`src/rtl/ks_add_arbiter.sv`:
```
// Four-way round-robin front end sharing one 16-bit Kogge-Stone adder.
// Two-stage pipeline (operands, then result) with valid/ready on the response side.

module ks_cell (
    input  logic g_hi,
    input  logic p_hi,
    input  logic g_lo,
    input  logic p_lo,
    output logic g_out,
    output logic p_out
);
    assign g_out = g_hi | (p_hi & g_lo);
    assign p_out = p_hi & p_lo;
endmodule

module ks_adder16 #(
    parameter int W = 16
) (
    input  logic [W-1:0] a,
    input  logic [W-1:0] b,
    output logic [W-1:0] sum,
    output logic         cout
);
    localparam int LV = $clog2(W);

    logic [LV:0][W-1:0] g;
    logic [LV:0][W-1:0] p;
    logic               unused_p;

    assign g[0] = a & b;
    assign p[0] = a ^ b;

    // Level lv combines each bit with the group 2^lv positions below it.
    for (genvar lv = 0; lv < LV; lv++) begin : g_lvl
        for (genvar i = 0; i < W; i++) begin : g_bit
            if (i >= (1 << lv)) begin : g_cell
                ks_cell u_cell (
                    .g_hi  (g[lv][i]),
                    .p_hi  (p[lv][i]),
                    .g_lo  (g[lv][i-(1<<lv)]),
                    .p_lo  (p[lv][i-(1<<lv)]),
                    .g_out (g[lv+1][i]),
                    .p_out (p[lv+1][i])
                );
            end else begin : g_pass
                assign g[lv+1][i] = g[lv][i];
                assign p[lv+1][i] = p[lv][i];
            end
        end
    end

    assign sum      = p[0] ^ {g[LV][W-2:0], 1'b0};
    assign cout     = g[LV][W-1];
    assign unused_p = ^p[LV];
endmodule

module ks_add_arbiter #(
    parameter int N_REQ = 4,
    parameter int W     = 16
) (
    input  logic                 clk,
    input  logic                 rst,
    input  logic [N_REQ-1:0]     req_valid,
    output logic [N_REQ-1:0]     req_ready,
    input  logic [N_REQ*W-1:0]   req_a,
    input  logic [N_REQ*W-1:0]   req_b,
    output logic                 rsp_valid,
    input  logic                 rsp_ready,
    output logic [1:0]           rsp_id,
    output logic [W-1:0]         rsp_sum,
    output logic                 rsp_carry
);
    localparam int IW = 2;

    logic [N_REQ-1:0][W-1:0] ops_a;
    logic [N_REQ-1:0][W-1:0] ops_b;
    logic [IW-1:0]           ptr;
    logic [IW-1:0]           scan;
    logic [IW-1:0]           grant_idx;
    logic                    grant_any;
    logic                    accept;
    logic                    s2_free;
    logic                    s1_adv;
    logic                    s1_load_ok;

    logic                    s1_valid;
    logic [W-1:0]            s1_a;
    logic [W-1:0]            s1_b;
    logic [IW-1:0]           s1_id;

    logic [W-1:0]            add_sum;
    logic                    add_carry;
    logic                    unused_cout;

    assign ops_a = req_a;
    assign ops_b = req_b;

    assign s2_free    = !rsp_valid || rsp_ready;
    assign s1_adv     = s1_valid && s2_free;
    assign s1_load_ok = !s1_valid || s2_free;

    // First valid requester at or after ptr, wrapping.
    always_comb begin
        grant_any = 1'b0;
        grant_idx = ptr;
        scan      = ptr;
        for (int k = 0; k < N_REQ; k++) begin
            scan = ptr + IW'(k);
            if (!grant_any && req_valid[scan]) begin
                grant_any = 1'b1;
                grant_idx = scan;
            end
        end
    end

    always_comb begin
        req_ready = '0;
        if (!rst && grant_any && s1_load_ok)
            req_ready[grant_idx] = 1'b1;
    end

    assign accept = |(req_valid & req_ready);

    ks_adder16 #(.W(W)) u_add (
        .a    (s1_a),
        .b    (s1_b),
        .sum  (add_sum),
        .cout (unused_cout)
    );

    // Carry recovered from the operand MSBs and the sum MSB.
    assign add_carry = (s1_a[W-1] & s1_b[W-1]) |
                       ((s1_a[W-1] ^ s1_b[W-1]) & ~add_sum[W-1]);

    always_ff @(posedge clk) begin
        if (rst) begin
            ptr       <= '0;
            s1_valid  <= 1'b0;
            s1_a      <= '0;
            s1_b      <= '0;
            s1_id     <= '0;
            rsp_valid <= 1'b0;
            rsp_sum   <= '0;
            rsp_carry <= 1'b0;
            rsp_id    <= '0;
        end else begin
            if (accept) begin
                ptr      <= grant_idx + IW'(1);
                s1_valid <= 1'b1;
                s1_a     <= ops_a[grant_idx];
                s1_b     <= ops_b[grant_idx];
                s1_id    <= grant_idx;
            end else if (s1_adv) begin
                s1_valid <= 1'b0;
            end

            if (s1_adv) begin
                rsp_valid <= 1'b1;
                rsp_sum   <= add_sum;
                rsp_carry <= add_carry;
                rsp_id    <= s1_id;
            end else if (rsp_ready) begin
                rsp_valid <= 1'b0;
            end
        end
    end
endmodule

```
`config.mk`:
```
export PLATFORM = sky130hd
export DESIGN_NAME = ks_add_arbiter
export DESIGN_NICKNAME = d
export VERILOG_FILES = /design/src/rtl/ks_add_arbiter.sv
export SDC_FILE = /design/constraint.sdc
export NUM_CORES = 1
export LEC_CHECK = 0
export ABC_AREA = 1
export ABC_CLOCK_PERIOD_IN_PS = 2900
export BUFFER_PORTS_ARGS = -buffer_cell sky130_fd_sc_hd__buf_2
export CAP_MARGIN = 20
export CORE_ASPECT_RATIO = 0.7
export CORE_MARGIN = 4
export CORE_UTILIZATION = 45
export DETAILED_ROUTE_END_ITERATION = 16
export GPL_TIMING_DRIVEN = 0
export PLACE_DENSITY = 0.84
export SYNTH_ARGS = -nofsm -noshare
export SYNTH_HDL_FRONTEND = slang
export SYNTH_SLANG_ARGS = --single-unit
```
`constraint.sdc`:
```
create_clock -name clk -period 2.9 [get_ports clk]
set_input_delay 0.87 -clock clk [delete_from_list [all_inputs] [get_ports clk]]
set_output_delay 0.87 -clock clk [all_outputs]
set_load 0.05 [all_outputs]
```
# After elaboration in Yosys (flattened, before gate mapping)
# Cells that the tools add are included.
dict set report word_totals {
  wordCells 193
  reg_bits 57
  output_inout_bits 24
  input_bits 135
}
dict set report classes {
  reduce_logical 18
  addsub 4
  bitwise_logic 130
  order_cmp 6
  muxes 26
}
# operator count
set ops {}
lappend ops {{1-bit AND} 78}
lappend ops {{16-bit binary-select mux with 2-bit select} 2}
lappend ops {{1-bit bitwise OR} 46}
lappend ops {{16-bit 2-to-1 mux} 2}
lappend ops {{16-bit XOR} 2}
lappend ops {{15-bit AND} 1}
lappend ops {{2-bit by 3-bit less-than comparator with 1-bit output (second input constant)} 5}
lappend ops {{1-bit 2-to-1 mux} 13}
lappend ops {{1-bit binary-select mux with 2-bit select} 4}
lappend ops {{1-bit logical AND} 7}
lappend ops {{1-bit zero test} 6}
lappend ops {{2-bit 2-to-1 mux} 3}
lappend ops {{2-bit by 1-bit adder with 2-bit output (second input constant)} 2}
lappend ops {{2-bit adder (second input constant)} 2}
lappend ops {{4-bit AND} 1}
lappend ops {{4-bit 2-to-1 mux} 1}
lappend ops {{2-bit nonzero test} 2}
lappend ops {{4-bit OR reduction} 1}
lappend ops {{1-bit demux with 2-bit select} 1}
lappend ops {{2-bit by 1-bit >= comparator with 1-bit output (second input constant)} 1}
lappend ops {{1-bit logical OR} 2}
lappend ops {{1-bit NOT} 1}
lappend ops {{1-bit XOR} 1}

# Logic depth before layout (Yosys ltp)
dict set report depth {
  depth_word 20
  mapped_depth 19
  mapped_depth_nobuf 16
}

# By module
# A second synthesis with hierarchy kept.
dict set report unflattened {
  cells_unflattened 1016
  hier_area_um2 5203.7
}
# mod cells_each instances area_per_inst_um2 seq_area_each_um2
set by_module_without_submodules {}
lappend by_module_without_submodules {ks_add_arbiter 679 1 3794.9 1141.1}
lappend by_module_without_submodules {ks_cell 5 49 18.8 0.0}
lappend by_module_without_submodules {ks_adder16 92 1 489.2 0.0}

# Least setup slack after synthesis
# OpenSTA, ideal clock, no wires.
dict set report synth_timing {
  path_kind {input to output}
  from {in req_valid[2]}
  to {out req_ready[3]}
  arrival_ns 2.854
  setup_slack_ns -0.824
  path_stages 10
  t_required_ns 2.030
  path_buffers 2
  path_cell_list {nand2_1 nand2_1 nand2_1 nand2_2 nand4_4 nand2_2 nand2_2 buf_6 buf_6 nor3_1}
}
dict set report synth_between {
  elab_chain_cells 17
  elab_cells_between_ends 29
  cone_classes {order compare (2); mux (18); reduce/logical (9)}
}
# element line
set synth_lines {}
lappend synth_lines {{start: declaration} 63} ;# input logic [N_REQ-1:0] req_valid,
lappend synth_lines {{1-bit binary-select mux with 2-bit select} 109} ;# if (!grant_any && req_valid[scan]) begin
lappend synth_lines {{1-bit 2-to-1 mux (not written as such)} 109}
lappend synth_lines {{1-bit 2-to-1 mux} 109}
lappend synth_lines {{1-bit zero test} 109}
lappend synth_lines {{1-bit logical AND} 109}
lappend synth_lines {{1-bit 2-to-1 mux} 109}
lappend synth_lines {{1-bit zero test} 109}
lappend synth_lines {{1-bit logical AND} 109}
lappend synth_lines {{1-bit 2-to-1 mux} 109}
lappend synth_lines {{1-bit zero test} 109}
lappend synth_lines {{1-bit logical AND} 109}
lappend synth_lines {{2-bit 2-to-1 mux} 109}
lappend synth_lines {{2-bit by 3-bit less-than comparator with 1-bit output (not written as such) / 2-bit by 1-bit >= comparator with 1-bit output (equally long branches)} 119} ;# req_ready[grant_idx] = 1'b1;
lappend synth_lines {{1-bit logical AND (not written as such)} 119}
lappend synth_lines {{1-bit 2-to-1 mux (not written as such)} 119}
lappend synth_lines {{1-bit demux with 2-bit select} 119}
lappend synth_lines {{4-bit 2-to-1 mux *} 118} ;# if (!rst && grant_any && s1_load_ok)
lappend synth_lines {{end: declaration} 64} ;# output logic [N_REQ-1:0] req_ready,
# Mark *: on every way between the ends. The rest lies on a longest branch, timed or not. The select of a mux whose other input is x is not followed.

# Final worst setup path
dict set report layout_timing {
  from {in req_valid[0]}
  to {out req_ready[1]}
}
# Same word-level chain as after synthesis.

==> impl_metrics.ini <==
[min_path]
holdCritPathClass = flip-flop to flip-flop

[setup_path]
worst_ep_arrival_time_ns = 2.29
worst_path_max_fanout = 6
critPathLaunchType = input port
timing.setup.critical_path_class = input port to output pin
setup.worst_path.end_class = output pin
critPathRequiredTime_ns = 2.03

[flow_run]
max-cap-violations = 0

[finish]
fill_cells = 813
num_antenna_cells = 0
final_layout_size_suffix_gt1_share_pct = 30.2
finalInstanceArea_um2 = 6310
finish.utilization_pct = 68.0
most-common-layout-cells = 320 x sky130_fd_sc_hd__nand2_1, 163 x sky130_fd_sc_hd__buf_2, 93 x sky130_fd_sc_hd__nor2_1
mostFrequentLayoutCell = sky130_fd_sc_hd__nand2_1
final_net_count = 1127
area.growth.synth_to_final_pct = 43.7
final_cell_count_no_fill = 1104

[timing]
finalHoldWorstSlack_ns = 0.481
timing_hold_violations_final = 0
worst_slack_ns = -0.260
fin_setup_tns_ns = -1.62
setup_repair_after_global_routing_missed_its_margin = yes
final_period_minus_worst_setup_slack_ns = 3.16
report.final.slew_viol_count = 0
worst_slew_pin_slew_ns = 0.648
worst_rel_slew_slack_pct = 56.8
timing.fmax_mhz = 316
finalClockSkew_ns = 0.00649
finalCritPeriodShare_pct = 109
setup_viol = 9

[floorplan]
die-area_um2 = 11400
die_h_um = 90.7
floorplan.die.width_um = 126
floorplan.rows = 29
initial_core_util_pct = 47.3
io_pins = 159
fp.coreArea_um2 = 9290

[clock_network]
h-tree-depth = 3
clk-insertion-delay-late_ns = 0.34
clkTransAtPathRegs_ns = 0.05
tritoncts.num_buffers = 9
clockRootBuffer = sky130_fd_sc_hd__clkbuf_16
max-clock-path-buffers = 2
holdBufCountCts = 0
cts.sinks = 57
cts_tree = yes

[place]
dp_cells = 1061
buffer_ports.inserted = 157
dpl.hpwl_mm = 11.3
placed_area_um2 = 5480
gp_congestion = 0.944

[power]
sw_frac_of_total_pct = 50.5
p_seq_share_pct = 18.4
total_switching_power_mw = 3.04
clock_power_share_pct = 16.2
pwr_density_cell_nw_per_um2 = 953
comb_power_share_pct = 65.3
peakVddDrop_mv = 0.593
p_int_mw = 2.98
p_leak_nw = 3.71

[synth]
synth_fp_nets = 932
netlist_area_before_placement_um2 = 4400
synth_compound_area_share_pct = 6.80
synth_warnings = 0
yosys.area.top_type = sky130_fd_sc_hd__nand2_1
synth_area_in_xor_xnor_pct = 1.79
synth_adder_area_share_pct = 5.18
synth_cells = 780
post_synth_mux_area_share_pct = 0
netlist-cell-type-count = 32
post_synth_and_or_nand_nor_area_fraction_pct = 50.0
yosysSeqAreaShare_pct = 26.0
synth_top_family_by_area = simple AND/OR/NAND/NOR gates
post_synth.cell_area_avg_um2 = 5.64
netlist.area_leader.share_pct = 29.8
synth.ff_latch_count = 57
yosys-top-cells-area = sky130_fd_sc_hd__nand2_1 30%, sky130_fd_sc_hd__dfxtp_1 26%, sky130_fd_sc_hd__nand3_1 8.5%, sky130_fd_sc_hd__nor2_1 8.2%, sky130_fd_sc_hd__inv_1 5.0%

[route]
avgViaCountPerCell = 5.20
drt_iter0_drc = 477
drc_errors = 0
drt-total-wl_mm = 16.4
drt_pre_antenna_iters = 5
wl_per_cell_um = 14.9
route.antenna.remaining_nets = 0
num_vias = 5740

[grt]
largest_net_degree_at_the_start_of_global_routing = 13
grt_pass1_vias = 5458
globalRoute.totalOverflow = 0
grt_antenna_before_repair = 0
global_route_wire_length_before_repair_mm = 25.3
track_usage_pct = 26.9

[status]
run_status = finished with violations
violations_in_the_final_reports = negative setup slack
## registers in the layout, indices dropped and copies added, names as in the netlist
register   count
ptr            2
rsp_carry      1
rsp_id         2
rsp_sum       16
rsp_valid      1
s1_a          16
s1_b          16
s1_id          2
s1_valid       1
## critical path, cell delays in order
cell and delay [ns]:
sky130_fd_sc_hd__buf_8 0.11, sky130_fd_sc_hd__nand2_4 0.09, sky130_fd_sc_hd__nand3_4 0.08, sky130_fd_sc_hd__nand2_4 0.13, sky130_fd_sc_hd__nand2_2 0.09, sky130_fd_sc_hd__nand2_2 0.10, sky130_fd_sc_hd__nand2_1 0.06, sky130_fd_sc_hd__nand2_1 0.15
sky130_fd_sc_hd__nand3_2 0.13, sky130_fd_sc_hd__nand2_4 0.13, sky130_fd_sc_hd__nand2_4 0.08, sky130_fd_sc_hd__nor2_4 0.10, sky130_fd_sc_hd__buf_8 0.15
## path summary, 6_finish.rpt
| path | from | slack [ns] | depth (start not counted) | endpoint |
|---|---|---|---|---|
| worst max-delay path | req_valid[0] | -0.26 | 13 | req_ready[1] |
| worst min-delay path | rsp_id[0] | 0.48 | 2 | rsp_id[0] |
| worst max register to register | ptr[0] | -0.11 | 23 | s1_a[11] |
| worst min register to register | rsp_id[0] | 0.48 | 2 | rsp_id[0] |
## metrics by stage
| step | power (mW) | setup slack [ns] |
|---|---|---|
| 2_1_floorplan | 3.55 | -0.136 |
| 3_3_place_gp | 4.33 | -0.605 |
| 3_5_place_dp | 4.37 | -0.628 |
| 4_1_cts | 5.73 | -0.101 |
| 5_1_grt | 6.45 | -0.327 |
| 6_report | 6.02 | -0.260 |
## Yosys cell counts
library cell,number
sky130_fd_sc_hd__nand3_1,75
sky130_fd_sc_hd__clkbuf_1,13
sky130_fd_sc_hd__buf_4,2
sky130_fd_sc_hd__a21boi_0,1
sky130_fd_sc_hd__a21o_1,4
sky130_fd_sc_hd__xnor2_1,3
sky130_fd_sc_hd__nor2_1,96
sky130_fd_sc_hd__fa_1,2
sky130_fd_sc_hd__a21oi_1,25
sky130_fd_sc_hd__a31oi_1,1
sky130_fd_sc_hd__clkinv_1,1
sky130_fd_sc_hd__nand4_1,1
sky130_fd_sc_hd__buf_2,19
sky130_fd_sc_hd__nor3_1,3
sky130_fd_sc_hd__buf_6,5
sky130_fd_sc_hd__xor2_1,6
sky130_fd_sc_hd__nand4_4,1
sky130_fd_sc_hd__a211oi_1,1
sky130_fd_sc_hd__nand2_2,11
sky130_fd_sc_hd__dfxtp_1,57
sky130_fd_sc_hd__nor3_2,1
sky130_fd_sc_hd__inv_2,3
sky130_fd_sc_hd__o31ai_1,1
sky130_fd_sc_hd__nand4_2,1
sky130_fd_sc_hd__o21bai_1,1
sky130_fd_sc_hd__nand2_1,349
sky130_fd_sc_hd__inv_1,59
sky130_fd_sc_hd__o211ai_1,1
sky130_fd_sc_hd__o21ai_0,20
sky130_fd_sc_hd__ha_1,15
sky130_fd_sc_hd__nor2_2,1
sky130_fd_sc_hd__nor2_4,1
## metal layers
metal | GRT usage, % | wire length, um | up-vias
li1 | - | - | 2815
met1 | 34.7 | 6860 | 2523
met2 | 41.5 | 7060 | 322
met3 | 8.75 | 1680 | 80
met4 | 10.5 | 800 | 0
met5 | 0 | 0 | -
## cell type report
class | instances | area (um2) | share of cell area, %
multi-input cells | 621 | 3110 | 49.3
clock inverters | 7 | 56.3 | 0.892
clock buffers | 9 | 225 | 3.57
repair buffers | 187 | 1110 | 17.5
inverters | 63 | 264 | 4.18
flip-flops and latches | 57 | 1140 | 18.1
plain buffers | 36 | 249 | 3.94
well taps | 124 | 155 | 2.46
## cells by family after synthesis
| group | Yosys count |
|---|---|
| AOI/OAI and AO/OA | 55 |
| xor gates and xnor gates | 9 |
| adders and majority gates | 17 |
| buffers and inverters | 102 |
| DFF | 57 |
| and+or+nand+nor | 540 |
## power groups by stage
stage / clock, mW / combinational (mW) / sequential [mW]
after floorplan: 0 / 2.29 / 1.26
after global placement: 0 / 3.22 / 1.10
after detailed placement: 0 / 3.26 / 1.11
after CTS: 0.988 / 3.65 / 1.10
after global routing: 1.03 / 4.30 / 1.12
final: 0.977 / 3.93 / 1.11
## timing repair
item,CTS,global route
endpoints found under the setup margin,4,9
setup buffers,25,5
resized for setup,62,26
pin swaps,29,23
No activity file was read; power rests on OpenSTA's default activity.
